[config.mk]
export PLATFORM = sky130hd
export DESIGN_NAME = mem_port_arbiter
export DESIGN_NICKNAME = d
export VERILOG_FILES = /design/src/rtl/mem_port_arbiter.sv
export SDC_FILE = /design/constraint.sdc
export NUM_CORES = 1
export LEC_CHECK = 0
export CELL_PAD_IN_SITES_DETAIL_PLACEMENT = 1
export CELL_PAD_IN_SITES_GLOBAL_PLACEMENT = 2
export CORE_ASPECT_RATIO = 0.9
export CORE_UTILIZATION = 25
export CTS_CLUSTER_SIZE = 25
export DETAILED_ROUTE_END_ITERATION = 10
export PLACE_DENSITY = 0.81
export SKIP_LAST_GASP = 1
export SYNTH_ARGS = -nofsm -noshare
export SYNTH_HDL_FRONTEND = slang
export SYNTH_SLANG_ARGS = --single-unit
[constraint.sdc]
create_clock -name clk -period 5.65 [get_ports clk]
set_input_delay 0.565 -clock clk [delete_from_list [all_inputs] [get_ports clk]]
set_output_delay 0.565 -clock clk [all_outputs]
set_load 0.01 [all_outputs]
[src/rtl/mem_port_arbiter.sv]
// Two-requester arbiter for the shared byte-lane memory port: fetch (port 0) and data (port 1).
// One transaction at a time, MEM_LATENCY cycles on the port, then a one-cycle valid pulse.
module mem_port_arbiter #(
   parameter int unsigned MEM_LATENCY = 4,
   parameter int unsigned ADDR_W      = 32
) (
   input  logic                   clk,
   input  logic                   rst_b,
   input  logic                   if_req,
   input  logic [ADDR_W-1:0]      if_addr,
   output logic                   if_gnt,
   output logic                   if_valid,
   output logic [31:0]            if_rdata,
   input  logic                   d_req,
   input  logic                   d_we,
   input  logic [ADDR_W-1:0]      d_addr,
   input  logic [31:0]            d_wdata,
   output logic                   d_gnt,
   output logic                   d_valid,
   output logic [31:0]            d_rdata,
   output logic [ADDR_W-1:0]      mem_addr,
   output logic [0:3][7:0]        mem_data_in,
   input  logic [0:3][7:0]        mem_data_out,
   output logic                   mem_write_en,
   output logic                   busy
);

   typedef enum logic [1:0] {StIdle, StBusy, StResp} state_t;

   localparam logic       OwnFetch = 1'b0;
   localparam logic [3:0] CntLast  = 4'(MEM_LATENCY - 1);

   state_t      state;
   logic [3:0]  cnt;
   logic        last_gnt;
   logic        owner;
   logic        we_lat;
   logic [31:0] rd_word;

   // Grants are combinational and only offered from IDLE; a tie goes to whoever did not win last.
   always_comb begin
      if_gnt = 1'b0;
      d_gnt  = 1'b0;
      if (state == StIdle && !rst_b) begin
         if (if_req && d_req) begin
            if (last_gnt == OwnFetch) d_gnt = 1'b1;
            else                      if_gnt = 1'b1;
         end else begin
            if_gnt = if_req;
            d_gnt  = d_req;
         end
      end
   end

   always_comb begin
      rd_word = '0;
      for (int k = 0; k < 4; k++) rd_word[8*k +: 8] = mem_data_out[k];
   end

   assign busy = (state != StIdle);

   always_ff @(posedge clk or posedge rst_b) begin
      if (rst_b) begin
         state        <= StIdle;
         cnt          <= '0;
         last_gnt     <= OwnFetch;
         owner        <= OwnFetch;
         we_lat       <= 1'b0;
         mem_addr     <= '0;
         mem_data_in  <= '0;
         mem_write_en <= 1'b0;
         if_valid     <= 1'b0;
         d_valid      <= 1'b0;
         if_rdata     <= '0;
         d_rdata      <= '0;
      end else begin
         if_valid     <= 1'b0;
         d_valid      <= 1'b0;
         mem_write_en <= 1'b0;
         case (state)
            StIdle: begin
               if (if_gnt || d_gnt) begin
                  state    <= StBusy;
                  cnt      <= '0;
                  owner    <= d_gnt;
                  last_gnt <= d_gnt;
                  mem_addr <= d_gnt ? d_addr : if_addr;
                  we_lat   <= d_gnt & d_we;
                  // Registered strobe lands in the first BUSY cycle only.
                  mem_write_en <= d_gnt & d_we;
                  for (int k = 0; k < 4; k++) begin
                     mem_data_in[k] <= d_gnt ? d_wdata[8*k +: 8] : 8'h00;
                  end
               end
            end
            StBusy: begin
               if (cnt == CntLast) begin
                  state <= StResp;
                  if (!we_lat) begin
                     if (owner == OwnFetch) if_rdata <= rd_word;
                     else                   d_rdata  <= rd_word;
                  end
                  if (owner == OwnFetch) if_valid <= 1'b1;
                  else                   d_valid  <= 1'b1;
               end else begin
                  cnt <= cnt + 4'd1;
               end
            end
            StResp:  state <= StIdle;
            default: state <= StIdle;
         endcase
      end
   end

endmodule

==> summary.md <==
| Metric | Value |
|---|---|
| Area growth, synth to finish | `63.6%` |
| Initial core utilization | `25.7%` |
| Number of max-cap violations | `0` |
| Post-CTS sizing | `0` |
| Arrival @ worst endpoint | `2.87 ns` |
| Total track usage | `16.4%` |
| Via count | `4730` |
| Period utilization | `60.8%` |
| Dpl hpwl | `13000 um` |
| Post-CTS Setup Inserts | `0` |
| Yosys reg bits | `139` |
| Seq pwr share | `35.0%` |
| Post-synthesis sequential area ratio | `62.1%` |
| Final ANT Viol Nets | `0` |
| Fillers | `2293` |
| # port buffers | `266` |
| Reg-to-reg critical path endpoint | `if_rdata[24]$_DFFE_PP0P_` |
| Commonest non-fill, non-tap cell in the layout | `clkdlybuf4s50_1` |
| Clk pwr share | `23.8%` |
| Hold Path Stages | `1` |
| Achievable frequency | `291 MHz` |
| DR iter-0 viols | `177` |
| CTS tree | `built` |
| CP startpoint kind | `primary input` |
| Critical R2R Launch | `cnt[0]$_DFFE_PP0P_` |
| Worst Skew | `0.0144 ns` |
| VDD IR max | `245 uV` |
| Hold-fix buffers, CTS | `0` |
| CTS max path bufs | `2` |
| Total gr overflow | `0` |
| DIE WIDTH | `160 um` |
| Die H | `144 um` |
| P_int | `3.37 mW` |
| Most frequent cells in the layout | `clkdlybuf4s50_1 (266), dfrtp_1 (139), mux2_2 (62)` |
| Nets | `828` |
| Sinks on Clock Net | `139` |
| Net count after synthesis | `573` |
| Final Slew Violations | `0` |
| Compound-Gate Fraction of Synth Area | `15.7%` |
| WL/cell | `18.5 um` |
| Yosys cell types | `35` |
| Diodes inserted | `0` |
| Ys async rst share | `100%` |
| Row cnt | `51` |
| Pleak | `3.72 nW` |
| Fin Setup TNS | `0 ns` |
| Largest cells by area after synthesis | `dfrtp_1 (62%), mux2_2 (12%), a22o_1 (5.0%), a31oi_1 (3.6%), nand3_1 (2.9%)` |
| Sw Share | `32.5%` |
| Post-Syn Area | `0.00560 mm2` |
| CP Max Fanout | `34` |
| Relative slew slack | `21.6%` |
| Reg area | `0.00348 mm2` |
| Adder-cell share of the synthesized area | `0.223%` |
| # DRC | `0` |
| Area of the multi-input gates | `0.00195 mm2` |
| Share of the core filled with cells | `42.0%` |
| Drt total wl | `18500 um` |
| Clock latency on the worst-skew pair | `0.42 ns` |
| Worst-path clk slew | `0.06 ns` |
| Syn avg cell area | `12.8 um2` |
| Area share of the largest cell type after synthesis | `62.1%` |
| Die area | `0.0230 mm2` |
| DP Area | `0.00853 mm2` |
| Synth Area in Simple Gates | `5.76%` |
| Layout cells sized above 1 | `15.7%` |
| Crit. End Element | `output port` |
| Post-synth EDFFs | `0` |
| Core Area | `0.0218 mm2` |
| Combinational share of power | `41.2%` |
| Cells on worst reg2reg path | `5` |
| Ys Warns | `0` |
| Synth Flop Type | `dfrtp_1` |
| Hold Vio Cnt, Final | `0` |
| Worst-Margin Slew | `1.17 ns` |
| Post-Synth XOR/XNOR Area | `0%` |
| Status | `complete, no violations` |
| Clock Tree Root | `clkbuf_16` |
| Largest family of logic cells by synthesized area | `compound AO/OA/AOI/OAI gates` |
| GPL Wtd Cong | `0.829` |
| Non-Filler Instances | `998` |
| Initial antenna violation count | `0` |
| Gate Count Post-Synth | `439` |
| First-pass detailed-route iteration total | `4` |
| Io pins | `267` |
| DR vias/cell | `4.74` |
| TritonCTS buffer count | `17` |
| Fin area | `0.00916 mm2` |
| Critical path required time | `5.09 ns` |
| Hold_sp | `if_rdata[19]$_DFFE_PP0P_` |
| Vias in the first global route | `4944` |
| Post-synth top area cell | `dfrtp_1` |
| Final Critical Period | `3.43 ns` |
| R2r setup slk | `3.39 ns` |
| Unrepaired setup endpoints after global routing | `no` |
| Min-delay worst type | `reg2reg` |
| Final Setup Violations | `0` |
| Hold Path End | `if_rdata[19]$_DFFE_PP0P_` |
| Placed insts | `966` |
| Largest net degree at the start of global routing | `81` |
| Power per standard cell area | `545 mW/mm2` |
| First-pass GRT wire length | `29000 um` |
| Sw Pwr | `1.62 mW` |
| CTS H-Tree Depth | `4` |
| Kind of critical path | `in2out` |
| Mux share of post-synthesis cell area | `12.9%` |
stage by stage:
stage | setup WS (ns) | hold slack [ns] | power [mW]
6_report | 2.22 | 0.490 | 4.99
5_1_grt | 2.10 | 0.507 | 5.29
4_1_cts | 2.20 | 0.494 | 5.07
3_5_place_dp | 2.21 | 0.479 | 3.84
3_3_place_gp | 2.24 | 0.467 | 3.76
2_1_floorplan | 1.36 | 0.492 | 2.59
synthesized netlist by cell type, drive strengths merged (3+ instances only):
master	count
a21o	3
a21oi	32
a22o	32
a31oi	32
and3	3
buf	14
clkbuf	24
dfrtp	139
inv	3
mux2	64
nand3	33
nor2	3
nor3	3
o21ai	33
how the worst max path moves through the flow:
| stage | end | from | slack, ns | depth (start not counted) |
|---|---|---|---|---|
| after floorplan | cnt[0]$_DFFE_PP0P_ | rst_b | 1.36 | 1 |
| after global placement | d_gnt | rst_b | 2.24 | 6 |
| after detailed placement | d_gnt | rst_b | 2.21 | 6 |
| after CTS | d_gnt | rst_b | 2.20 | 6 |
| after global routing | d_gnt | rst_b | 2.10 | 6 |
| final | d_gnt | rst_b | 2.22 | 6 |
registers in the layout (all words and copies together), names as in the netlist:
signal and cells:
d_rdata 32, if_rdata 32, mem_addr 32, mem_data_in 32
cnt 4, state 2, d_valid 1, if_valid 1
mem_write_en 1, owner 1, we_lat 1
critical path, stage by stage:
cell             delay (ns)
clkdlybuf4s50_1        0.52
or3_1                  0.41
buf_4                  0.24
nor2_2                 0.15
buf_4                  0.36
clkdlybuf4s50_1        0.61
power groups by stage:
stage	logic [mW]	registers, mW	clock network, mW
floorplan	0.691	1.90	0
global placement	2.03	1.73	0
detailed placement	2.08	1.76	0
CTS	2.08	1.75	1.23
global route	2.21	1.81	1.27
finish	2.06	1.75	1.19
per-layer routing:
metal / wire [um] / track usage, % / vias to the layer above / part of all wire, %
li1: - / - / 2140 / -
met1: 8050 / 21.1 / 2365 / 44
met2: 8810 / 26.6 / 214 / 48
met3: 1390 / 5.10 / 11 / 7.5
met4: 213 / 4.76 / 0 / 1.2
met5: 0 / 0 / - / 0
area by class of cell:
class	count	share of cell area [%]
Tap cell	291	3.97
Sequential cell	139	38.0
Multi-Input combinational cell	259	21.3
Timing Repair Buffer	274	29.7
Clock buffer	17	4.64
Inverter	3	0.178
Clock inverter	15	2.24
logic make-up (layout without fill, tap and decap cells):
| kind of cell | Yosys count | after routing |
|---|---|---|
| adder cells (fa/ha/maj) | 1 | 1 |
| multiplexers | 64 | 64 |
| buffers and inverters | 41 | 309 |
| flip-flops | 139 | 139 |
| AND/OR/NAND/NOR | 56 | 56 |
| AO/OA/AOI/OAI | 138 | 138 |
Power figures use the tool's default switching activity.
